## src/rtl/pc_redirect_unit_pkg.sv

```systemverilog
// Shared definitions for the PC redirect unit: state encodings, default vectors and counter width.
package pc_redirect_unit_pkg;

    typedef enum logic [1:0] {
        PCR_RUN   = 2'd0,
        PCR_FLUSH = 2'd1,
        PCR_HALT  = 2'd2,
        PCR_TRAP  = 2'd3
    } pcr_state_t;

    localparam logic [31:0] PCR_DEF_RESET_PC = 32'h0000_0000;
    localparam logic [31:0] PCR_DEF_TRAP_VEC = 32'h0000_0004;
    localparam int          PCR_CNT_W        = 3;

endpackage

```

## src/rtl/pc_redirect_unit_flush_counter.sv

```systemverilog
// Loadable down-counter that times the flush window after a redirect or trap entry.
module pc_redirect_unit_flush_counter
    import pc_redirect_unit_pkg::*;
(
    input  logic                 clk,
    input  logic                 rst,
    input  logic                 load,
    input  logic [PCR_CNT_W-1:0] load_val,
    input  logic                 dec,
    output logic                 last
);

    logic [PCR_CNT_W-1:0] count;

    always_ff @(posedge clk) begin
        if (!rst) begin
            count <= '0;
        end else if (load) begin
            count <= load_val;
        end else if (dec && (count != '0)) begin
            count <= count - PCR_CNT_W'(1);
        end
    end

    // Terminal flag: the current cycle is the final one of the window.
    assign last = (count == PCR_CNT_W'(1));

endmodule

```

## src/rtl/pc_redirect_unit.sv

```systemverilog
// Fetch PC owner: redirect, counted flush window, stall hold and sticky halt.
// Optional misaligned-target trap path is built when PC_MISALIGN_TRAP_EN is defined.
module pc_redirect_unit
    import pc_redirect_unit_pkg::*;
#(
    parameter int              XLEN         = 32,
    parameter logic [XLEN-1:0] RESET_PC     = XLEN'(PCR_DEF_RESET_PC),
    parameter int              FLUSH_CYCLES = 2,
    parameter logic [XLEN-1:0] TRAP_VEC     = XLEN'(PCR_DEF_TRAP_VEC)
) (
    input  logic            clk,
    input  logic            rst,
    input  logic            branch_taken,
    input  logic [XLEN-1:0] br_target,
    input  logic            stall,
    input  logic            halt_req,
    output logic [XLEN-1:0] pc,
    output logic [XLEN-1:0] pc_plus4,
    output logic            flush_if,
    output logic            flush_id,
    output logic            redirect_busy,
    output logic            halted,
    output logic            misalign
);

    localparam logic [PCR_CNT_W-1:0] FLUSH_LD = PCR_CNT_W'(FLUSH_CYCLES);

    pcr_state_t      state, state_n;
    logic [XLEN-1:0] pc_n;
    logic [XLEN-1:0] eff_target;
    logic            cnt_load;
    logic            cnt_dec;
    logic            cnt_last;
    logic            misalign_n;

    assign pc_plus4   = pc + XLEN'(4);
    assign eff_target = br_target & ~XLEN'(1);

    pc_redirect_unit_flush_counter u_flush_counter (
        .clk      (clk),
        .rst      (rst),
        .load     (cnt_load),
        .load_val (FLUSH_LD),
        .dec      (cnt_dec),
        .last     (cnt_last)
    );

    always_comb begin
        state_n    = state;
        pc_n       = pc;
        cnt_load   = 1'b0;
        cnt_dec    = 1'b0;
        misalign_n = 1'b0;
        case (state)
            PCR_RUN: begin
                if (halt_req) begin
                    state_n = PCR_HALT;
                end else if (branch_taken) begin
                    // A redirect overrides stall: the target must land regardless.
                    cnt_load = 1'b1;
`ifdef PC_MISALIGN_TRAP_EN
                    if (br_target[1]) begin
                        state_n    = PCR_TRAP;
                        pc_n       = TRAP_VEC;
                        misalign_n = 1'b1;
                    end else begin
                        state_n = PCR_FLUSH;
                        pc_n    = eff_target;
                    end
`else
                    state_n = PCR_FLUSH;
                    pc_n    = eff_target;
`endif
                end else if (!stall) begin
                    pc_n = pc_plus4;
                end
            end
            PCR_FLUSH, PCR_TRAP: begin
                // Events here come from squashed instructions and are dropped.
                cnt_dec = 1'b1;
                if (!stall) begin
                    pc_n = pc_plus4;
                end
                if (cnt_last) begin
                    state_n = PCR_RUN;
                end
            end
            PCR_HALT: begin
                state_n = PCR_HALT;
            end
            default: begin
                state_n = PCR_RUN;
                pc_n    = TRAP_VEC;
            end
        endcase
    end

    always_ff @(posedge clk) begin
        if (!rst) begin
            state <= PCR_RUN;
            pc    <= RESET_PC;
        end else begin
            state <= state_n;
            pc    <= pc_n;
        end
    end

`ifdef PC_MISALIGN_TRAP_EN
    logic misalign_q;

    always_ff @(posedge clk) begin
        if (!rst) begin
            misalign_q <= 1'b0;
        end else begin
            misalign_q <= misalign_n;
        end
    end

    assign misalign = misalign_q;
`else
    assign misalign = 1'b0;
`endif

    assign flush_if      = (state == PCR_FLUSH) || (state == PCR_TRAP) || (state == PCR_HALT);
    assign flush_id      = flush_if;
    assign redirect_busy = (state == PCR_FLUSH) || (state == PCR_TRAP);
    assign halted        = (state == PCR_HALT);

endmodule

```

## config.mk

```make
export PLATFORM = sky130hd
export DESIGN_NAME = pc_redirect_unit
export DESIGN_NICKNAME = d
export VERILOG_FILES = /design/src/rtl/pc_redirect_unit_pkg.sv /design/src/rtl/pc_redirect_unit_flush_counter.sv /design/src/rtl/pc_redirect_unit.sv
export SDC_FILE = /design/constraint.sdc
export NUM_CORES = 1
export LEC_CHECK = 0
export BUFFER_PORTS_ARGS = -buffer_cell sky130_fd_sc_hd__buf_2
export CORE_ASPECT_RATIO = 1.1
export CORE_MARGIN = 10
export CORE_UTILIZATION = 45
export DETAILED_ROUTE_END_ITERATION = 8
export MAX_ROUTING_LAYER = met4
export PLACE_DENSITY = 0.77
export SLEW_MARGIN = 20
export SYNTH_ARGS = -nofsm -noshare
export SYNTH_HDL_FRONTEND = slang
export SYNTH_HIERARCHICAL = 1
export SYNTH_SLANG_ARGS = --single-unit
```

## constraint.sdc

```tcl
create_clock -name clk -period 2.2 [get_ports clk]
set_clock_uncertainty 0.2 [all_clocks]
set_input_delay 0.44 -clock clk [delete_from_list [all_inputs] [get_ports clk]]
set_output_delay 0.44 -clock clk [all_outputs]
set_load 0.1 [all_outputs]
```

==> metrics.txt, run 1 <==
# TYPE chip_impl_metric gauge
chip_impl_info{name="error_message",value="[ERROR GRT-0232] Routing congestion too high. Check the congestion heatmap in the GUI."} 1
chip_impl_metric{name="final_gp_congestion",unit=""} 0.935
chip_impl_metric{name="cts_htree_levels",unit=""} 2
chip_impl_metric{name="clkSinkCount",unit=""} 36
chip_impl_info{name="result_of_the_run",value="aborted with a tool error"} 1
chip_impl_metric{name="syn_avg_cell_area",unit="sq um"} 7.48
chip_impl_metric{name="gate_count_post_synth",unit=""} 371
chip_impl_metric{name="synthesis.yosys.warnings",unit=""} 6
chip_impl_metric{name="post_synth_num_cell_types",unit=""} 60
chip_impl_metric{name="cts-root-to-sink-buffers",unit=""} 2
chip_impl_info{name="worstEndpointGrtRepair",value="pc_plus4[26]"} 1
chip_impl_metric{name="fp.dieH",unit="um"} 102
chip_impl_metric{name="asyncSetResetFlopFracSynth",unit=""} 0
chip_impl_info{name="synth_top_cells_by_area",value="dfxtp_1 26%, xnor2_1 5.1%, a21oi_1 4.7%"} 1
chip_impl_metric{name="dp_hpwl",unit="mm"} 9.88
chip_impl_metric{name="yosysTopAreaCellShare",unit=""} 0.260
chip_impl_metric{name="synth.ff_latch_count",unit=""} 36
chip_impl_metric{name="overflow",unit=""} 225
chip_impl_metric{name="io_pins",unit=""} 106
chip_impl_metric{name="synth.cell_area",unit="sq mm"} 0.00277
chip_impl_info{name="yosys.area.top_type",value="dfxtp_1"} 1
chip_impl_metric{name="grt.total_usage",unit=""} 0.809
chip_impl_metric{name="grt_max_degree",unit=""} 16
chip_impl_metric{name="cts_hold_buf",unit=""} 0
chip_impl_info{name="yosys_most_used_dff",value="dfxtp_1"} 1
chip_impl_metric{name="rows",unit=""} 29
chip_impl_metric{name="synth-seq-area-share",unit=""} 0.260
chip_impl_metric{name="io_buffer_count",unit=""} 101
chip_impl_info{name="failed_stage",value="5_1_grt"} 1
chip_impl_metric{name="synth-edff-count",unit=""} 0
chip_impl_metric{name="cts-buffers-inserted",unit=""} 5
chip_impl_metric{name="die_w",unit="um"} 94.9
chip_impl_metric{name="initial_core_util",unit=""} 0.472
chip_impl_info{name="clock_tree.root_cell",value="clkbuf_8"} 1
chip_impl_info{name="worst_endpoint_kind",value="top-level output"} 1
-- cells by family after synthesis --
family,count (synthesis),synth area share
AOI/OAI and AO/OA,107,0.260
other,2,0.00271
muxes,2,0.00722
xor gates and xnor gates,28,0.0884
and+or+nand+nor,140,0.284
adders and majority gates,4,0.0180
buffers and inverters,52,0.0798
DFF,36,0.260
-- cells in the mapped netlist, types with 2 or more instances --
cell       n
nor4_1     8
ha_1       4
o21ai_0   26
nor2b_1    3
xor2_1    12
a311oi_1   8
a21oi_1   26
nand2b_1   4
nand4_1   11
nor3_1    15
a41oi_1    2
inv_1     14
o22ai_1    2
o31ai_1    2
nor2_1    19
or4_1      5
conb_1     2
mux2i_1    2
o221ai_1   6
or4_4      2
and4_1     7
a22oi_1    3
a22o_1     2
and3_1    11
buf_2      4
a31oi_1    3
o221a_2    2
buf_4      5
clkbuf_2   2
and2_1     3
buf_1      3
xnor2_1   16
clkbuf_1  24
a221oi_1   3
dfxtp_1   36
nand3_1   12
or3_1      4
a211oi_1   8
nand2_1   28
o211ai_1   2
-- metrics by stage --
| step | hold WS [ns] | std cells | utilization | cell area (sq um) | worst slack [ns] |
|---|---|---|---|---|---|
| floorplan | 0.279 | 375 | - | 3560 | -0.899 |
| global placement | 0.256 | 610 | 0.855 | 5030 | -0.180 |
| CTS | 0.182 | 638 | 0.938 | 5510 | -0.494 |
| detailed placement | 0.281 | 610 | 0.855 | 5030 | -0.193 |
-- what timing repair did --
item,CTS
gates resized for setup,46
cloned,1
pin swaps,26
setup buffers,19
endpoints found under the setup margin,27
-- per-layer routing --
layer,global-route usage,GRT overflow
met4,0.864,71
met5,-,-
met1,0.735,5
met3,0.699,6
met2,0.953,143
==> run 2: changes to the inputs <==
- CORE_ASPECT_RATIO: 1.1 -> not set
- CORE_UTILIZATION: 45 -> 35
- MAX_ROUTING_LAYER: met4 -> not set
- PLACE_DENSITY: 0.77 -> not set
- PLACE_DENSITY_LB_ADDON: not set -> 0.15
- clock period: 2.2 -> 2.9 ns (I/O delays scaled with it)
==> metrics.txt, run 2 <==
# TYPE chip_impl_metric gauge
chip_impl_info{name="result_of_the_run",value="complete, no violations"} 1
chip_impl_info{name="synth_top_cells_by_area",value="dfxtp_1 26%, xnor2_1 5.1%, a21oi_1 4.7%"} 1
chip_impl_info{name="worst_setup_path_start_kind",value="register"} 1
chip_impl_metric{name="die_w",unit="um"} 109
chip_impl_metric{name="cts-root-to-sink-buffers",unit=""} 2
chip_impl_metric{name="syn2layout_area_growth",unit="%"} 66.5
chip_impl_metric{name="final_gp_congestion",unit=""} 0.837
chip_impl_metric{name="placement.cell_area",unit="sq mm"} 0.00435
chip_impl_info{name="most-common-layout-cells",value="81 x buf_2, 40 x buf_4, 26 x nand2_1, 26 x o21ai_0, 26 x a21oi_1"} 1
chip_impl_metric{name="syn_avg_cell_area",unit="sq um"} 7.48
chip_impl_metric{name="preCtsSetupSlack",unit="ns"} 0.232
chip_impl_metric{name="period_needed",unit="ns"} 2.86
chip_impl_metric{name="drt_iter0_markers",unit=""} 195
chip_impl_info{name="cp-startpoint",value="pc[6]$_SDFFE_PN0P_"} 1
chip_impl_metric{name="fill_cell_count",unit=""} 701
chip_impl_metric{name="grt_antenna_before_repair",unit=""} 0
chip_impl_metric{name="worstPathRequired",unit="ns"} 2.12
chip_impl_metric{name="post_detailed_route_drc_marker_count",unit=""} 0
chip_impl_info{name="yosys_most_used_dff",value="dfxtp_1"} 1
chip_impl_metric{name="initial_core_util",unit=""} 0.359
chip_impl_metric{name="max_freq",unit="GHz"} 0.350
chip_impl_metric{name="power.sequential.fraction",unit=""} 0.264
chip_impl_metric{name="first_global_vias",unit=""} 3360
chip_impl_metric{name="detail-route-antenna-nets",unit=""} 0
chip_impl_metric{name="route.detailed.vias_per_inst",unit=""} 5.75
chip_impl_info{name="layout_top_registers",value="pc x31, u_flush_counter/count x3, state x2"} 1
chip_impl_metric{name="p_comb_frac",unit=""} 0.576
chip_impl_metric{name="grt_max_degree",unit=""} 22
chip_impl_metric{name="slew_headroom",unit=""} 0.626
chip_impl_metric{name="cts-buffers-inserted",unit=""} 5
chip_impl_metric{name="timing_max_transition_violations_final",unit=""} 0
chip_impl_metric{name="overflow",unit=""} 0
chip_impl_metric{name="detail_route.wl_per_cell",unit="um"} 18.9
chip_impl_metric{name="die_footprint",unit="sq mm"} 0.0119
chip_impl_info{name="worstHoldPathType",value="register to register"} 1
chip_impl_metric{name="power.leakage",unit="nW"} 2.06
chip_impl_metric{name="rows",unit=""} 32
chip_impl_metric{name="postRouteWirelength",unit="mm"} 11.1
chip_impl_metric{name="drive_above_1_share",unit=""} 0.493
chip_impl_metric{name="detailroute.via_count",unit=""} 3386
chip_impl_metric{name="synthesis.yosys.warnings",unit=""} 6
chip_impl_metric{name="power-per-cell-area",unit="mW/mm^2"} 564
chip_impl_metric{name="drtPass1Iterations",unit=""} 4
chip_impl_info{name="yosys.area.top_type",value="dfxtp_1"} 1
chip_impl_metric{name="final.period_utilization",unit=""} 0.985
chip_impl_info{name="timing.rr.end",value="pc[29]$_SDFFE_PN0P_"} 1
chip_impl_metric{name="r2r_setup_slack",unit="ns"} 0.60
chip_impl_info{name="top_register",value="pc"} 1
chip_impl_metric{name="global_route.usage.met3",unit=""} 0.0431
chip_impl_metric{name="groute.layer.met1.usage",unit=""} 0.228
chip_impl_metric{name="asyncSetResetFlopFracSynth",unit=""} 0
chip_impl_metric{name="part_of_the_power_in_the_clock_network",unit=""} 0.160
chip_impl_info{name="cts_tree",value="built"} 1
chip_impl_info{name="layout.cells.most_common",value="buf_2"} 1
chip_impl_info{name="worst_setup_path_endpoint",value="pc_plus4[29]"} 1
chip_impl_metric{name="io_pins",unit=""} 106
chip_impl_metric{name="worst_slew_pin_slew",unit="ns"} 0.555
chip_impl_metric{name="multiInputGateArea",unit="sq mm"} 0.00241
chip_impl_metric{name="gate_count_post_synth",unit=""} 371
chip_impl_metric{name="final-setup-viol-count",unit=""} 0
chip_impl_metric{name="worst_ir_drop_vdd",unit="uV"} 323
chip_impl_metric{name="synth.cell_area",unit="sq mm"} 0.00277
chip_impl_metric{name="crit_path_max_fanout",unit=""} 11
chip_impl_metric{name="num_antenna_cells",unit=""} 0
chip_impl_info{name="clock_tree.root_cell",value="clkbuf_8"} 1
chip_impl_metric{name="max_stage_delay",unit="ns"} 0.58
chip_impl_metric{name="synth.ff_latch_count",unit=""} 36
chip_impl_metric{name="synth-seq-area-share",unit=""} 0.260
chip_impl_metric{name="io_buffer_count",unit=""} 101
chip_impl_info{name="end_kind",value="primary output"} 1
chip_impl_metric{name="final_area",unit="sq mm"} 0.00462
chip_impl_info{name="crit_chain",value="and4_4, nand4_4, or4_4, xnor2_4, buf_12"} 1
chip_impl_info{name="synth_common_cells",value="36 x dfxtp_1, 28 x nand2_1, 26 x a21oi_1, 26 x o21ai_0, 24 x clkbuf_1"} 1
chip_impl_metric{name="area.sequential",unit="sq um"} 816
chip_impl_metric{name="yosysTopAreaCellShare",unit=""} 0.260
chip_impl_metric{name="sw_frac_of_total",unit=""} 0.545
chip_impl_metric{name="r2r_cells",unit=""} 5
chip_impl_metric{name="clk_latency",unit="ns"} 0.29
chip_impl_info{name="regToRegStartpoint",value="pc[6]$_SDFFE_PN0P_"} 1
chip_impl_info{name="critical_path.slowest_cell",value="or4_4"} 1
chip_impl_metric{name="dp_hpwl",unit="mm"} 8.42
chip_impl_metric{name="post_synth_num_cell_types",unit=""} 60
chip_impl_metric{name="final_net_count",unit=""} 527
chip_impl_metric{name="arrival_time_of_the_worst_setup_path",unit="ns"} 2.08
chip_impl_metric{name="grt.total_usage",unit=""} 0.182
chip_impl_metric{name="synth-edff-count",unit=""} 0
chip_impl_info{name="grt_setup_unrepaired",value="yes"} 1
chip_impl_info{name="setup.worst_path.class",value="register to primary output"} 1
chip_impl_metric{name="cell_internal_pwr",unit="mW"} 1.19
chip_impl_info{name="globalRoute.busiestLayer",value="met2"} 1
chip_impl_metric{name="p_switching",unit="mW"} 1.42
chip_impl_metric{name="cts_hold_buf",unit=""} 0
chip_impl_metric{name="max_reg_flops",unit=""} 31
chip_impl_metric{name="clkSinkCount",unit=""} 36
chip_impl_metric{name="grt_first_pass_wirelength",unit="mm"} 17.5
chip_impl_metric{name="clk_pin_slew",unit="ns"} 0.08
chip_impl_metric{name="grt_util_met2",unit=""} 0.301
chip_impl_metric{name="whs",unit="ns"} 0.285
chip_impl_info{name="yosysMostFrequentCell",value="dfxtp_1"} 1
chip_impl_metric{name="fp.dieH",unit="um"} 109
chip_impl_metric{name="cap_viol_max_count",unit=""} 0
chip_impl_metric{name="cts_htree_levels",unit=""} 2
chip_impl_metric{name="setup_slack",unit="ns"} 0.0447
chip_impl_metric{name="floorplan.core_area",unit="sq mm"} 0.00773
chip_impl_metric{name="hold_violations",unit=""} 0
run 2: cells by family after synthesis:
logic type	Yosys count	synth area share
compound gates	107	0.260
other cells	2	0.00271
buf+inv	52	0.0798
fa+ha+maj	4	0.0180
xor+xnor	28	0.0884
flops	36	0.260
mux	2	0.00722
simple gates	140	0.284
run 2: power groups by stage:
| stage | combinational [mW] | clock (mW) | sequential [mW] |
|---|---|---|---|
| final | 1.50 | 0.417 | 0.687 |
| after global routing | 1.56 | 0.445 | 0.701 |
| after CTS | 1.47 | 0.427 | 0.697 |
| after detailed placement | 1.47 | 0 | 0.708 |
| after global placement | 1.45 | 0 | 0.704 |
| after floorplan | 0.822 | 0 | 1.01 |
run 2: routing by layer:
layer / part of all wire / routed length [um]
met3: 0.076 / 846
met2: 0.49 / 5430
met4: 0.015 / 172
met5: 0 / 0
met1: 0.42 / 4690
run 2: how the worst min path moves through the flow:
stage,from,to,slack [ns],cells past startpoint
detailed placement,pc[1]$_SDFFE_PN0P_,pc[1]$_SDFFE_PN0P_,0.27,2
finish,pc[1]$_SDFFE_PN0P_,pc[1]$_SDFFE_PN0P_,0.29,2
floorplan,state[1]$_SDFFE_PN0P_,state[1]$_SDFFE_PN0P_,0.28,2
global route,pc[1]$_SDFFE_PN0P_,pc[1]$_SDFFE_PN0P_,0.30,2
CTS,pc[1]$_SDFFE_PN0P_,pc[1]$_SDFFE_PN0P_,0.29,2
global placement,pc[1]$_SDFFE_PN0P_,pc[1]$_SDFFE_PN0P_,0.26,2
run 2: repair_timing:
| item | 4_1_cts | 5_1_grt |
|---|---|---|
| pin swaps | 2 | 8 |
| endpoints found under the setup margin | 7 | 9 |
| gates resized for setup | 4 | 9 |
| buffers inserted | 2 | 13 |
run 2: layout make-up:
| type | instances | area share |
|---|---|---|
| multi-input combinational | 287 | 0.523 |
| timing repair buffer | 142 | 0.239 |
| sequential | 36 | 0.177 |
| tap | 102 | 0.0276 |
| clock buffer | 7 | 0.0211 |
| inverter | 14 | 0.0114 |
| clock inverter | 1 | 0.00108 |
run 2: critical path: cells and delay by family, from the launching register on:
family,cells,cell delay (ns)
buf+inv,1,0.19
simple gates,3,0.98
flops,1,0.42
xor+xnor,1,0.18
run 2: through the flow:
stage	cells	power [mW]	setup TNS, ns	util
finish	589	2.61	0	0.598
global route	589	2.71	-0.0547	0.598
CTS	576	2.59	0	0.581
detailed placement	566	2.17	0	0.562
global placement	566	2.16	0	0.562
floorplan	375	1.83	-1.85	-
Power figures use the tool's default switching activity.
